===== config.mk =====
export PLATFORM = sky130hd
export DESIGN_NAME = mlp_argmax_collector
export DESIGN_NICKNAME = d
export VERILOG_FILES = /design/src/rtl/mlp_argmax_collector.sv
export SDC_FILE = /design/constraint.sdc
export NUM_CORES = 1
export LEC_CHECK = 0
export BUFFER_PORTS_ARGS = -buffer_cell sky130_fd_sc_hd__buf_2
export CORE_UTILIZATION = 55
export CTS_CLUSTER_SIZE = 14
export DETAILED_ROUTE_END_ITERATION = 12
export GPL_TIMING_DRIVEN = 0
export PLACE_DENSITY = 0.72
export SYNTH_ARGS = -nofsm -noshare
export SYNTH_HDL_FRONTEND = slang
export SYNTH_SLANG_ARGS = --single-unit

===== constraint.sdc =====
create_clock -name clk -period 6.9 [get_ports clk]
set_input_delay 0.345 -clock clk [delete_from_list [all_inputs] [get_ports clk]]
set_output_delay 0.345 -clock clk [all_outputs]
set_load 0.05 [all_outputs]

===== src/rtl/mlp_argmax_collector.sv =====
// mlp_argmax_collector
// Snoops the MLP output-buffer write port, captures one image's FP32 logits,
// then walks them one per cycle to find the IEEE-754 argmax. The result is
// presented on a valid/ready interface, with a done pulse on the handshake.
//
// state     | meaning
// ----------+-----------------------------------------------------------
// S_IDLE    | waiting for start_i; snooped writes ignored silently
// S_COLLECT | capturing logits into the score array / valid mask
// S_COMPARE | scanning one score entry per cycle, tracking the best key
// S_HOLD    | result presented until the consumer accepts it
module mlp_argmax_collector #(
  parameter int NUM_CLASS   = 10,
  parameter int DATA_WIDTH  = 32,
  parameter int ADDR_WIDTH  = 6,
  parameter int ADDR_STRIDE = 4,
  parameter int CLS_WIDTH   = 4
) (
  input  logic                  clk,
  input  logic                  rst,
  input  logic                  start_i,
  input  logic                  prcss_done_i,
  input  logic                  y_buf_en_i,
  input  logic                  y_buf_wr_en_i,
  input  logic [ADDR_WIDTH-1:0] y_buf_addr_i,
  input  logic [DATA_WIDTH-1:0] y_buf_data_i,
  output logic                  result_valid_o,
  input  logic                  result_ready_i,
  output logic [CLS_WIDTH-1:0]  class_o,
  output logic [DATA_WIDTH-1:0] max_score_o,
  output logic [3:0]            err_o,
  output logic                  done_o
);

  localparam int SHIFT = $clog2(ADDR_STRIDE);
  localparam int IDX_W = ADDR_WIDTH - SHIFT;

  typedef enum logic [1:0] {S_IDLE, S_COLLECT, S_COMPARE, S_HOLD} state_t;

  state_t                 state;
  logic [DATA_WIDTH-1:0]  score [NUM_CLASS];
  logic [NUM_CLASS-1:0]   mask;
  logic [CLS_WIDTH-1:0]   cmp_idx;
  logic                   best_found;
  logic [CLS_WIDTH-1:0]   best_idx;
  logic [DATA_WIDTH-1:0]  best_val;

  logic                   wr_hit;
  logic [IDX_W-1:0]       wr_idx;
  logic                   wr_addr_ok;
  logic [NUM_CLASS-1:0]   wr_onehot;
  logic [NUM_CLASS-1:0]   mask_next;
  logic [DATA_WIDTH-1:0]  cur_val;
  logic                   cur_nan;
  logic                   cur_skip;
  logic                   cur_take;
  logic                   nxt_found;
  logic [CLS_WIDTH-1:0]   nxt_idx;
  logic [DATA_WIDTH-1:0]  nxt_val;

  // Map an FP32 pattern onto an unsigned key that orders like the float value
  // (negatives inverted, positives with the sign bit flipped up).
  function automatic logic [DATA_WIDTH-1:0] ord_key(input logic [DATA_WIDTH-1:0] x);
    if (x[DATA_WIDTH-1])
      return ~x;
    else
      return {1'b1, x[DATA_WIDTH-2:0]};
  endfunction

  // Capture decode and mask including the write in flight.
  always_comb begin
    wr_hit     = y_buf_en_i & y_buf_wr_en_i;
    wr_idx     = y_buf_addr_i[ADDR_WIDTH-1:SHIFT];
    wr_addr_ok = (y_buf_addr_i[SHIFT-1:0] == '0) && (32'(wr_idx) < NUM_CLASS);
    wr_onehot  = '0;
    if (wr_addr_ok)
      wr_onehot[wr_idx] = 1'b1;
    mask_next  = mask | (wr_hit ? wr_onehot : '0);
  end

  // One compare step: decide whether entry cmp_idx replaces the current best.
  always_comb begin
    cur_val   = score[cmp_idx];
    cur_nan   = (cur_val[30:23] == 8'hFF) && (cur_val[22:0] != '0);
    cur_skip  = ~mask[cmp_idx] | cur_nan;
    cur_take  = ~cur_skip & (~best_found | (ord_key(cur_val) > ord_key(best_val)));
    nxt_found = best_found | cur_take;
    nxt_idx   = cur_take ? cmp_idx : best_idx;
    nxt_val   = cur_take ? cur_val : best_val;
  end

  // Control FSM, capture storage and registered outputs.
  always_ff @(posedge clk) begin
    if (rst) begin
      state          <= S_IDLE;
      for (int k = 0; k < NUM_CLASS; k++) score[k] <= '0;
      mask           <= '0;
      cmp_idx        <= '0;
      best_found     <= 1'b0;
      best_idx       <= '0;
      best_val       <= '0;
      result_valid_o <= 1'b0;
      class_o        <= '0;
      max_score_o    <= '0;
      err_o          <= '0;
      done_o         <= 1'b0;
    end else begin
      done_o <= 1'b0;
      if (start_i) begin
        state          <= S_COLLECT;
        mask           <= '0;
        err_o          <= '0;
        class_o        <= '0;
        max_score_o    <= '0;
        result_valid_o <= 1'b0;
      end else begin
        case (state)
          S_IDLE: ;
          S_COLLECT: begin
            if (wr_hit) begin
              if (wr_addr_ok)
                score[wr_idx] <= y_buf_data_i;
              else
                err_o[0] <= 1'b1;
            end
            mask <= mask_next;
            if ((&mask_next) || prcss_done_i) begin
              // A full mask wins over a simultaneous done, so no incomplete flag then.
              if (!(&mask_next))
                err_o[2] <= 1'b1;
              state      <= S_COMPARE;
              cmp_idx    <= '0;
              best_found <= 1'b0;
              best_idx   <= '0;
              best_val   <= '0;
            end
          end
          S_COMPARE: begin
            if (wr_hit)
              err_o[3] <= 1'b1;
            if (mask[cmp_idx] && cur_nan)
              err_o[1] <= 1'b1;
            best_found <= nxt_found;
            best_idx   <= nxt_idx;
            best_val   <= nxt_val;
            if (cmp_idx == CLS_WIDTH'(NUM_CLASS - 1)) begin
              state          <= S_HOLD;
              result_valid_o <= 1'b1;
              class_o        <= nxt_found ? nxt_idx : '0;
              max_score_o    <= nxt_found ? nxt_val : '0;
              if (!nxt_found)
                err_o[2] <= 1'b1;
            end else begin
              cmp_idx <= cmp_idx + 1'b1;
            end
          end
          S_HOLD: begin
            if (wr_hit)
              err_o[3] <= 1'b1;
            if (result_ready_i) begin
              state          <= S_IDLE;
              result_valid_o <= 1'b0;
              done_o         <= 1'b1;
            end
          end
          default: state <= S_IDLE;
        endcase
      end
    end
  end

endmodule


==> After elaboration in Yosys (flattened, before gate mapping) <==
Memory sizes are Yosys's and may differ from the RTL's. A register that Yosys moved wholly into a read port is not among the register bits.
Index checks and enable logic that the tools add are counted.
{ "totals": {"output_inout_bits": 42, "word_cells": 123, "register_bits": 95, "ramBits": 320, "input_bits": 45, "memories": 1} }
{ "mem_list": {"columns": ["memory", "depth", "word_bits", "rd", "rd_clocked_by_memory_dff", "wr", "line_no", "text"], "rows": [
  ["score", 10, 32, 1, 1, 10, "41", "logic [DATA_WIDTH-1:0] score [NUM_CLASS];"]
]} }
{ "op_classes": {"n_addsub": 1, "reduce_logical": 26, "n_lt_le_gt_ge": 5, "n_mux": 47, "eq_ne": 14, "n_bitwise": 14} }
{ "ops": {"columns": ["operator", "count"], "rows": [
  ["32-bit two-way mux", 6],
  ["32-bit NOT", 2],
  ["32-bit one-hot mux with 2 select lines", 1],
  ["32-bit > comparator", 1],
  ["32-bit OR reduction", 1],
  ["4-bit two-way mux", 7],
  ["23-bit nonzero test", 1],
  ["1-bit two-way mux", 20],
  ["10-bit two-way mux", 2],
  ["4-bit one-hot mux with 2 select lines", 2],
  ["2-bit != test (second input constant)", 6],
  ["4-bit AND reduction", 3],
  ["4-bit by 5-bit < comparator with 1-bit output (second input constant)", 2],
  ["10-bit OR", 1],
  ["10-bit AND reduction", 1],
  ["3-bit != test (second input constant)", 3],
  ["3-bit AND reduction", 3],
  ["8-bit equality test (second input constant)", 1],
  ["2-bit two-way mux", 3],
  ["1-bit NOT", 6],
  ["1-bit one-hot mux with 2 select lines", 3],
  ["2-bit one-hot mux with 3 select lines", 1],
  ["2-bit AND reduction", 3],
  ["5-bit AND reduction", 1],
  ["other kinds (18)", 27]
]} }

==> Longest topological paths before layout <==
{ "logic_depth": {"word_depth": 13, "mapped_depth": 22, "mapped_depth_nobuf": 15} }

==> Least setup slack after synthesis <==
OpenSTA, ideal clock, no wires.
{ "synth_timing": {"path_type": "flip-flop to flip-flop", "from": "register (tool-made name)", "to": "register best_idx[0]", "n_path_buf": 8, "required_time_ps": 6840, "setup_time_ps": 60, "setup_slack_ps": 1327, "arrival_ps": 5514, "synth_period_minus_slack_ps": 5573, "path_stages_with_launch": 23, "cell_sequence": "dfxtp_1 -> buf_2 -> buf_2 -> buf_2 -> clkbuf_1 -> clkbuf_1 -> mux4_2 -> mux4_2 -> clkbuf_1 -> inv_2 -> buf_2 -> xnor2_1 -> ha_1 -> a21oi_1 -> o21ai_0 -> a221oi_1 -> nor2_1 -> o41a_1 -> o211ai_1 -> a211oi_2 -> a211oi_2 -> buf_2 -> a22o_1"} }
{ "synth_rtl": {"columns": ["element", "line_no", "text"], "rows": [
  ["to (signal assigned)", "144", "best_idx <= nxt_idx;"],
  ["to (decl)", "45", "logic [CLS_WIDTH-1:0] best_idx;"]
]} }

==> qor.csv <==
metric;value;unit
status;finished, final reports clean;
met3 Use GR;5.22;%
core area;47600;um^2
min-delay worst type;in2reg;
area occupied by multi-input gates;9210;um^2
die height;222;um
Setup crit start kind;flop;
clock slew at reported path FFs;60;ps
cell area after synthesis;26500;um^2
fillcell total;3477;
Overall Global Routing Usage;29.0;%
first-pass GRT wire length;104000;um
I/O Buffers;86;
total of warnings raised by yosys;0;
Yosys reg bits;611;
Max Cap Viol;0;
r2r setup slk;210;ps
vias in the first global route;16900;
grt total ovfl;0;
Die X;222;um
H-tree level count;2;
worst path arrival time;7240;ps
Final Hold Violating Endpoints;0;
Worst Clk Skew;13.4;ps
Power, Total;7.75;mW
peak supply drop;199;uV
Setup violations, final;0;
Post-synth EDFFs;512;
First DRT Iteration DRCs;2363;
r2r endpoint;best_val[5];
Int Pwr;6.11;mW
Clock Tree Buf Depth;3;
Psw;1.64;mW
vias;17200;
LEAKAGE;11.4;nW
dpl ws;-1120;ps
CP required;7460;ps
area grow syn2layout;15.6;%
FF-to-FF path depth;22;
fin crit share;96.9;%
CTS tree;yes;
Slew Viols, Final;0;
CTS Buf Count;60;
WL final;70500;um
Max FO, Critical Path;10;
Async S/R FF share, synth;0;%
worst setup path end;best_val[5];
initial core utilization;55.7;%
# clock sinks;611;
share of layout cells above drive strength 1;16.6;%
DRC;0;
distinct cell type count after synthesis;62;
worst setup path category;reg2reg;
clock share of power;42.6;%
fin nets;2239;
Comb pwr share;4.4;%
Crit. End Element;flop;
Syn Inst Count;1810;
setup ws final;213;ps
Placer Congestion;0.927;
sequential share of power;53.1;%
FF+latch area;17400;um^2
min cycle time layout;6690;ps
Syn Area/Cell;14.7;um^2
largest net degree at the start of global routing;33;
die area;49100;um^2
met2 usage;46.9;%
gr busiest metal;met2;
Final HPWL DP;46700;um
Power Density;253;nW/um^2
Slew HR;4.50;%
initial antenna violation count;3;
f_max;150;MHz
wire per inst;25.0;um
Post-synth top flop;edfxtp_1;
M1 GR Usage;39.2;%
antenna-violating nets left;0;
DR pass1 iterations;5;
Sw Ratio;21.1;%
CTS Root Cell;clkbuf_16;
post-DR vias/cell;6.11;
IO Pins;87;
later-pin clock latency in the skew report;620;ps
register area share after synthesis;65.4;%
row count;80;
Worst Max-Slew Pin Slew;1430;ps
RSZ-0062 raised after global routing;yes;
[flip-flops by register name (all words and copies together), names as in the netlist, 2 cells and up, named ones only]
register	cells
err_o	4
score	512
class_o	4
mask	10
state	2
best_val	32
cmp_idx	4
max_score_o	32
best_idx	4
[cells by family (layout without fill, tap and decap cells)]
family          after synthesis  count (layout)  synth area share (%)
fa+ha+maj                    38              38                  1.79
buf+inv                     178             381                  2.81
flops                       611             611                  65.4
compound gates              222             222                  6.10
xor+xnor                     62              62                  2.05
simple gates                516             516                  9.27
mux                         182             182                  12.6
other cells                   1             193                0.0141
[cells in the final DEF, fill, tap and decap left out, drive strengths merged, types with 7 or more instances in the layout]
master,netlist,final
dfxtp,99,99
a41oi,9,9
nor2b,11,11
nand4,10,10
nor4,8,8
and3,67,67
a21oi,29,29
xnor2,55,55
nor2,224,224
edfxtp,512,512
nand3,11,11
ha,38,38
or2,7,7
a21o,18,18
a22o,34,34
a221o,12,12
xor2,7,7
nor3,8,8
conb,1,192
clkbuf,89,169
o21ai,43,43
inv,52,54
buf,37,132
mux2i,61,61
clkinv,0,18
nor3b,11,11
nand2,97,97
and2,39,39
a221oi,16,16
a22oi,29,29
mux4,121,121
[layer usage]
layer	share of wire, %	vias to the layer above	wire length (um)
li1	-	7397	-
met1	38	8584	27100
met2	48	1058	33500
met3	10	179	7300
met4	3.7	0	2580
met5	0	-	0
[worst max-delay path, stage by stage, from the launching register on]
cell and delay (ps):
dfxtp_1 310, buf_2 280, buf_6 300, buf_4 310, buf_4 300, buf_2 350, mux4_2 550, mux4_2 690
inv_4 220, buf_2 330, xnor2_1 120, ha_1 330, a21oi_1 150, o21ai_0 130, a221oi_1 310, nor2_1 70
o41a_1 470, o211ai_1 450, a211oi_4 110, a211oi_4 230, buf_12 160, buf_2 240, a22o_1 170
[timing repair]
item	CTS	global route
hold buffers	1	0
resized for setup	4	4
pin swaps	0	2
setup buffers	0	2
hold endpoints to repair	1	0
endpoints found under the setup margin	72	56
[metrics by stage]
step	utilization [%]	cells	hold slack (ps)	instance area [um^2]	TNS, ps
final	64.4	2820	39.3	30700	0
after global routing	64.4	2819	47.1	30700	-22.6
after CTS	64.3	2818	20.6	30600	0
after detailed placement	60.1	2710	435	28600	-67870
after global placement	59.7	2702	428	28500	-69030
after floorplan	-	2001	442	27300	0
[cell type report]
| type | instances | share of cell area [%] |
|---|---|---|
| clock inverter | 27 | 0.962 |
| sequential | 611 | 56.6 |
| clock buffer | 83 | 5.46 |
| tap | 615 | 2.51 |
| multi-input combinational | 1212 | 30.0 |
| timing repair buffer | 97 | 2.07 |
| antenna | 1 | 0.00816 |
| buffer | 122 | 1.77 |
| inverter | 52 | 0.644 |
[cells in the mapped netlist, types with 4 or more instances]
cell type,instances,share of area [%]
edfxtp_1,512,58
xor2_1,7,0.23
nor4b_1,4,0.13
inv_1,50,0.71
a221oi_1,16,0.53
o21ai_0,43,0.81
a22oi_1,29,0.82
nor2b_1,11,0.26
a41oi_1,9,0.30
nor3_1,8,0.15
a31oi_1,4,0.094
a21oi_1,28,0.53
nand2_1,97,1.4
o21a_1,5,0.14
nor2_1,224,3.2
dfxtp_1,99,7.5
a22o_1,34,1.1
buf_2,22,0.41
a221o_1,12,0.45
clkbuf_1,89,1.3
and3_1,67,1.6
or2_2,7,0.17
nor4_1,8,0.19
and2_1,39,0.92
a21o_1,18,0.51
nand3_1,11,0.21
mux4_2,121,10
xnor2_1,55,1.8
buf_4,9,0.25
nand4_1,10,0.24
buf_1,4,0.057
nor3b_1,10,0.28
ha_1,38,1.8
mux2i_1,61,2.3
nand2b_1,6,0.14
[power groups by stage]
stage | clock network, mW | registers (mW) | logic, mW
after floorplan | 0 | 4.18 | 0.198
after global placement | 0 | 4.19 | 0.309
after detailed placement | 0 | 4.19 | 0.325
after CTS | 3.32 | 4.11 | 0.328
after global routing | 3.44 | 4.12 | 0.363
final | 3.30 | 4.11 | 0.340
[worst min path at each step]
stage                           startpoint         endpoint  slack [ps]  cells after the start
after global placement     max_score_o[24]  max_score_o[24]         430                      2
after global routing      y_buf_data_i[31]     score[5][31]          50                      2
after floorplan                    mask[2]          mask[2]         440                      2
after detailed placement          err_o[3]         err_o[3]         440                      2
final                     y_buf_data_i[29]     score[5][29]          40                      2
after CTS                  y_buf_data_i[3]      score[5][3]          20                      2
Power figures use the tool's default switching activity.
